File: src/rtl/psum_drain_if.sv
// psum_drain_if: psum beat input, group configuration and lane-sum result port of psum_drain
interface psum_drain_if #(
    parameter int COL_WIDTH = 13,
    parameter int ACC_WIDTH = 64,
    parameter int LEN_WIDTH = 8
);
    logic [4*COL_WIDTH-1:0] psum_in;
    logic                   psum_valid;
    logic                   psum_ready;
    logic [3:0]             weight_width;
    logic                   s_mode;
    logic [LEN_WIDTH-1:0]   acc_len;
    logic [4*ACC_WIDTH-1:0] out_data;
    logic [3:0]             out_mask;
    logic                   out_valid;
    logic                   out_ready;
    logic                   busy;

    modport master (
        output psum_in, psum_valid, weight_width, s_mode, acc_len, out_ready,
        input  psum_ready, out_data, out_mask, out_valid, busy
    );

    modport slave (
        input  psum_in, psum_valid, weight_width, s_mode, acc_len, out_ready,
        output psum_ready, out_data, out_mask, out_valid, busy
    );
endinterface

File: src/rtl/psum_drain.sv
// psum_drain: splits the column psum bus into precision lanes and accumulates each lane over K beats
module psum_drain #(
    parameter int COL_WIDTH = 13,
    parameter int ACC_WIDTH = 64,
    parameter int LEN_WIDTH = 8
) (
    input logic         clk,
    input logic         rst,
    psum_drain_if.slave bus
);
    localparam int W = COL_WIDTH;
    localparam logic [1:0] IDLE = 2'd0, ACC = 2'd1, HOLD = 2'd2;

    logic [1:0]                state;
    logic                      cfg_is8, cfg_is4, cfg_s;
    logic [LEN_WIDTH-1:0]      cfg_len, cnt, cnt_nxt, len;
    logic [3:0][ACC_WIDTH-1:0] acc, lane, sum;
    logic                      first, fire, last, is8, is4, sx;
    logic [3:0]                mask;
    logic [4*W-1:0]            p;
    logic                      unused_ww;

    function automatic logic [ACC_WIDTH-1:0] ext_1(input logic [W-1:0] v, input logic s);
        return {{(ACC_WIDTH-W){s && v[W-1]}}, v};
    endfunction

    function automatic logic [ACC_WIDTH-1:0] ext_2(input logic [2*W-1:0] v, input logic s);
        return {{(ACC_WIDTH-2*W){s && v[2*W-1]}}, v};
    endfunction

    function automatic logic [ACC_WIDTH-1:0] ext_4(input logic [4*W-1:0] v, input logic s);
        return {{(ACC_WIDTH-4*W){s && v[4*W-1]}}, v};
    endfunction

    assign unused_ww      = ^bus.weight_width[1:0];
    assign bus.out_valid  = state == HOLD;
    assign bus.busy       = state == ACC;
    assign bus.psum_ready = !bus.out_valid || bus.out_ready;

    // A group's first beat uses the live configuration; later beats use the latched copy
    always_comb begin
        first   = state != ACC;
        fire    = bus.psum_valid && bus.psum_ready;
        is8     = first ? bus.weight_width[3] : cfg_is8;
        is4     = first ? !bus.weight_width[3] && bus.weight_width[2] : cfg_is4;
        sx      = first ? bus.s_mode : cfg_s;
        len     = first ? (bus.acc_len == '0 ? LEN_WIDTH'(1) : bus.acc_len) : cfg_len;
        cnt_nxt = cnt + LEN_WIDTH'(1);
        last    = (first ? LEN_WIDTH'(1) : cnt_nxt) == len;
        mask    = is8 ? 4'b0001 : is4 ? 4'b0011 : 4'b1111;
    end

    // Unpack lanes by precision, extend to accumulator width and add to the running sums
    always_comb begin
        p       = bus.psum_in;
        lane[0] = is8 ? ext_4(p, sx) : is4 ? ext_2(p[2*W-1:0], sx) : ext_1(p[W-1:0], sx);
        lane[1] = is8 ? '0 : is4 ? ext_2(p[4*W-1:2*W], sx) : ext_1(p[2*W-1:W], sx);
        lane[2] = is8 || is4 ? '0 : ext_1(p[3*W-1:2*W], sx);
        lane[3] = is8 || is4 ? '0 : ext_1(p[4*W-1:3*W], sx);
        for (int i = 0; i < 4; i++) sum[i] = (first ? '0 : acc[i]) + lane[i];
    end

    // Group FSM: latch config on the first beat, accumulate, publish on the final beat, hold until drained
    always_ff @(posedge clk or posedge rst) begin
        if (rst) begin
            state        <= IDLE;
            acc          <= '0;
            cnt          <= '0;
            cfg_is8      <= 1'b0;
            cfg_is4      <= 1'b0;
            cfg_s        <= 1'b0;
            cfg_len      <= '0;
            bus.out_data <= '0;
            bus.out_mask <= '0;
        end else if (fire) begin
            if (first) begin
                cfg_is8 <= is8;
                cfg_is4 <= is4;
                cfg_s   <= sx;
                cfg_len <= len;
            end
            if (last) begin
                state        <= HOLD;
                acc          <= '0;
                cnt          <= '0;
                bus.out_data <= sum;
                bus.out_mask <= mask;
            end else begin
                state <= ACC;
                acc   <= sum;
                cnt   <= first ? LEN_WIDTH'(1) : cnt_nxt;
            end
        end else if (state == HOLD && bus.out_ready) begin
            state <= IDLE;
        end
    end
endmodule

File: src/flat_wrapper.sv
// flat-port wrapper written by rule: the top's interface ports become plain ports
module psum_drain_flat 
#(
    parameter int COL_WIDTH = 13,
    parameter int ACC_WIDTH = 64,
    parameter int LEN_WIDTH = 8
)
  (clk, rst, bus_psum_in, bus_psum_valid, bus_weight_width, bus_s_mode, bus_acc_len, bus_out_ready, bus_psum_ready, bus_out_data, bus_out_mask, bus_out_valid, bus_busy);
  psum_drain_if #(.COL_WIDTH(COL_WIDTH), .ACC_WIDTH(ACC_WIDTH), .LEN_WIDTH(LEN_WIDTH)) bus_i ();
  input logic clk;
  input logic rst;
  input wire logic [$bits(bus_i.psum_in)-1:0] bus_psum_in;
  input wire logic [$bits(bus_i.psum_valid)-1:0] bus_psum_valid;
  input wire logic [$bits(bus_i.weight_width)-1:0] bus_weight_width;
  input wire logic [$bits(bus_i.s_mode)-1:0] bus_s_mode;
  input wire logic [$bits(bus_i.acc_len)-1:0] bus_acc_len;
  input wire logic [$bits(bus_i.out_ready)-1:0] bus_out_ready;
  output wire logic [$bits(bus_i.psum_ready)-1:0] bus_psum_ready;
  output wire logic [$bits(bus_i.out_data)-1:0] bus_out_data;
  output wire logic [$bits(bus_i.out_mask)-1:0] bus_out_mask;
  output wire logic [$bits(bus_i.out_valid)-1:0] bus_out_valid;
  output wire logic [$bits(bus_i.busy)-1:0] bus_busy;
  assign bus_i.psum_in = bus_psum_in;
  assign bus_i.psum_valid = bus_psum_valid;
  assign bus_i.weight_width = bus_weight_width;
  assign bus_i.s_mode = bus_s_mode;
  assign bus_i.acc_len = bus_acc_len;
  assign bus_i.out_ready = bus_out_ready;
  assign bus_psum_ready = bus_i.psum_ready;
  assign bus_out_data = bus_i.out_data;
  assign bus_out_mask = bus_i.out_mask;
  assign bus_out_valid = bus_i.out_valid;
  assign bus_busy = bus_i.busy;
  psum_drain #(.COL_WIDTH(COL_WIDTH), .ACC_WIDTH(ACC_WIDTH), .LEN_WIDTH(LEN_WIDTH)) u_core (.clk(clk), .rst(rst), .bus(bus_i));
endmodule
File: config.mk
export PLATFORM = sky130hd
export DESIGN_NAME = psum_drain_flat
export DESIGN_NICKNAME = d
export VERILOG_FILES = /design/src/rtl/psum_drain_if.sv /design/src/rtl/psum_drain.sv /design/src/flat_wrapper.sv
export SDC_FILE = /design/constraint.sdc
export NUM_CORES = 2
export LEC_CHECK = 0
export CORE_MARGIN = 5
export CORE_UTILIZATION = 50
export CTS_CLUSTER_DIAMETER = 100
export DETAILED_ROUTE_END_ITERATION = 8
export GPL_ROUTABILITY_DRIVEN = 0
export PLACE_DENSITY = 0.75
export SLEW_MARGIN = 20
export SYNTH_ARGS = -nofsm -noshare
export SYNTH_HDL_FRONTEND = slang
export SYNTH_SLANG_ARGS = --single-unit
File: constraint.sdc
create_clock -name clk -period 26.3 [get_ports clk]
set_input_delay 5.26 -clock clk [delete_from_list [all_inputs] [get_ports clk]]
set_output_delay 5.26 -clock clk [all_outputs]
set_load 0.005 [all_outputs]
==> impl_metrics.py <==
metrics = {
    "status": {
        "outcome": "complete, no violations",
    },
    "detailed_routing": {
        "drt_iter0_markers": 3889,
        "routed_wl_microns": 120200,
        "antenna_left": 0,
        "drc": 0,
        "vias": 35760,
        "firstDrtPassIters": 6,
        "wl_per_cell_microns": 20.34,
        "routed_via_density": 6.047,
    },
    "pwr": {
        "powerDensity_nw_per_um2": 146.8,
        "p_sw_mw": 3.064,
        "power_mw": 6.532,
        "p_sw_frac": 0.4691,
        "leakage_nw": 19.77,
        "ir_drop_mv": 0.08622,
        "clkPwrFrac": 0.136,
        "p_int_mw": 3.468,
        "seqPwrFrac": 0.224,
        "power_frac_comb": 0.640,
    },
    "worst_setup_path": {
        "crit_arrival_ns": 6.50,
        "cp_max_fo": 3,
        "cp.required_ns": 21.04,
        "endpoint_kind": "output pin",
        "start_kind": "input pin",
        "critPathKind": "in -> out",
    },
    "die": {
        "rows": 102,
        "initial_utilization": 0.5019,
        "ios": 332,
        "core-area_sq_um": 77210,
        "die-area_sq_um": 83170,
        "die_h_microns": 288.4,
        "die_w_microns": 288.4,
    },
    "finish": {
        "final_core_util": 0.5764,
        "area_delta_synth_final_pct": 14.85,
        "drive_gt1_frac": 0.06036,
        "fin_nets": 5070,
    },
    "logic_synthesis": {
        "synth_area_leader_cell": "dfrtp_1",
        "netlist.area_leader.share": 0.3461,
        "yosys_most_used_dff": "dfrtp_1",
        "synth.area.top_cells": "dfrtp_1 (35%), nand2_1 (8.3%), ha_1 (5.7%)",
        "syn-cell-area_sq_um": 38750,
        "syn-num-nets": 4970,
        "ys_async_sr_fraction": 1.000,
        "synth_warnings": 0,
        "ys_seq_area_frac": 0.3461,
        "postSynthAreaPerCell_sq_um": 8.212,
        "ys_types": 110,
        "synth-edff-count": 0,
        "ys_ff_latch": 536,
        "synthCells": 4719,
    },
    "clocking": {
        "post_cts_buffers": 0,
        "cts.sinks": 536,
        "postCtsHoldBufs": 0,
        "clk_pin_slew_ns": 0.06,
        "cts_tree": "done",
        "numCtsBuffers": 61,
        "clock_latency_ns": 0.65,
        "root_buffer": "clkbuf_16",
        "clockBufferDepth": 3,
        "cts_resized": 0,
        "htreeDepth": 2,
    },
    "global_route": {
        "grt_pass1_wl_microns": 189500,
        "track_usage": 0.2800,
        "grt_max_degree": 176,
        "gr-total-overflow": 0,
        "antenna_found_initial": 6,
        "grt_pass1_vias": 33990,
    },
    "job": {
        "maxCapViolCount": 0,
    },
    "sta": {
        "whs_ns": 0.4591,
        "period_share": 0.4470,
        "fin_skew_ns": 0.03334,
        "finalHoldViolations": 0,
        "setup_viol": 0,
        "tightestPinTransition_ns": 1.185,
        "layout_min_cycle_time_ns": 11.76,
        "max_freq_mhz": 85.06,
        "maxSlewViolCount": 0,
        "rsz0062_at_grt": "no",
        "finalSetupTns_ns": 0,
        "max-slew-margin-rel": 0.2091,
    },
    "place": {
        "port_buffers": 329,
        "dpl.hpwl_microns": 83570,
    },
    "hold_path": {
        "hold_class": "reg -> reg",
    },
}
-- power groups by stage --
stage | Sequential [mW] | Clock [mW] | Combinational, mW
final | 1.46 | 0.888 | 4.18
after global placement | 1.45 | 0 | 4.04
after global routing | 1.51 | 0.940 | 4.58
after CTS | 1.46 | 0.905 | 4.14
after floorplan | 1.35 | 0 | 3.03
after detailed placement | 1.46 | 0 | 4.11
-- routing by layer --
layer,GRT usage,wire [microns]
met1,0.3845,51660
met2,0.4511,54440
met3,0.04736,9457
met4,0.09539,4644
met5,0,34
-- cells in the final DEF (no fill, tap or decap), drive strengths merged, types with 36 or more instances in the layout --
cell and n:
a21o 102, xnor2 228, a31oi 38, a22o 94, o31ai 91, ha 178
nor2 243, and2 231, nand2 858, nor3 92, buf 36, nand3 86
inv 66, nand4 54, a21oi 334, clkdlybuf4s50 329, o21a 74, mux2 74
clkbuf 89, o21ai 399, and3 38, o21bai 39, xor2 104, dfrtp 536
-- worst max-delay path: stages --
cell             delay, ns
clkdlybuf4s50_1       0.48
nand2b_1              0.21
clkdlybuf4s50_1       0.54
-- stage by stage --
stage / setup WS (ns) / instance area, sq um / cells
after floorplan: 6.060 / 38750 / 4719
after detailed placement: 14.55 / 42390 / 5796
after global routing: 14.50 / 44500 / 5912
after global placement: 14.56 / 42390 / 5796
final: 14.54 / 44510 / 5913
after CTS: 14.55 / 44490 / 5911
-- kinds of logic (layout without fill, tap and decap cells) --
kind of cell | count (synthesis) | after routing | share of synthesized area
compound gates | 1416 | 1416 | 0.2374
xor+xnor | 333 | 333 | 0.07581
fa+ha+maj | 184 | 184 | 0.06005
buf+inv | 393 | 545 | 0.04016
flops | 536 | 536 | 0.3461
mux | 101 | 101 | 0.02928
other cells | 0 | 2 | 0
simple gates | 1756 | 1756 | 0.2112
-- synthesized netlist by cell type (all sizes together), types with 60 or more instances --
| cell | instances |
|---|---|
| dfrtp | 536 |
| a22o | 94 |
| and2 | 231 |
| nor2 | 243 |
| o31ai | 91 |
| o21ai | 399 |
| nand3 | 86 |
| clkbuf | 268 |
| inv | 65 |
| nand2 | 858 |
| ha | 178 |
| nor3 | 92 |
| a21o | 102 |
| o21a | 74 |
| xor2 | 104 |
| a21oi | 334 |
| xnor2 | 228 |
| mux2 | 74 |
| buf | 60 |
-- area by class of cell --
cell class	instances	area (sq um)
repair buffers	365	3588
well taps	1040	1301
multi-input cells	3790	23850
inverters	65	259.0
clock buffers	89	1782
clock inverters	26	310.3
flip-flops and latches	536	13410
diodes	2	5.005
fillers	6901	32710
-- registers in the layout (all words and copies together), names as in the netlist --
register	flops
u_core.cnt	8
u_core.cfg_is8	1
u_core.state	2
u_core.bus.out_mask	3
u_core.acc	256
u_core.cfg_len	8
u_core.cfg_s	1
u_core.cfg_is4	1
u_core.bus.out_data	256
-- final timing paths --
kind	cells after the start	endpoint	from	slack, ns
setup / recovery	3	bus_psum_ready	bus_out_ready	14.54
hold / removal	2	u_core.acc[10]	u_core.acc[10]	0.46
setup reg to reg	20	u_core.bus.out_data[57]	u_core.state[0]	18.95
hold reg to reg	2	u_core.acc[10]	u_core.acc[10]	0.46
max in group asynchronous	5	u_core.bus.out_data[58]	rst	18.12
min in group asynchronous	2	u_core.bus.out_data[234]	rst	5.11
No activity file was read; power rests on OpenSTA's default activity.
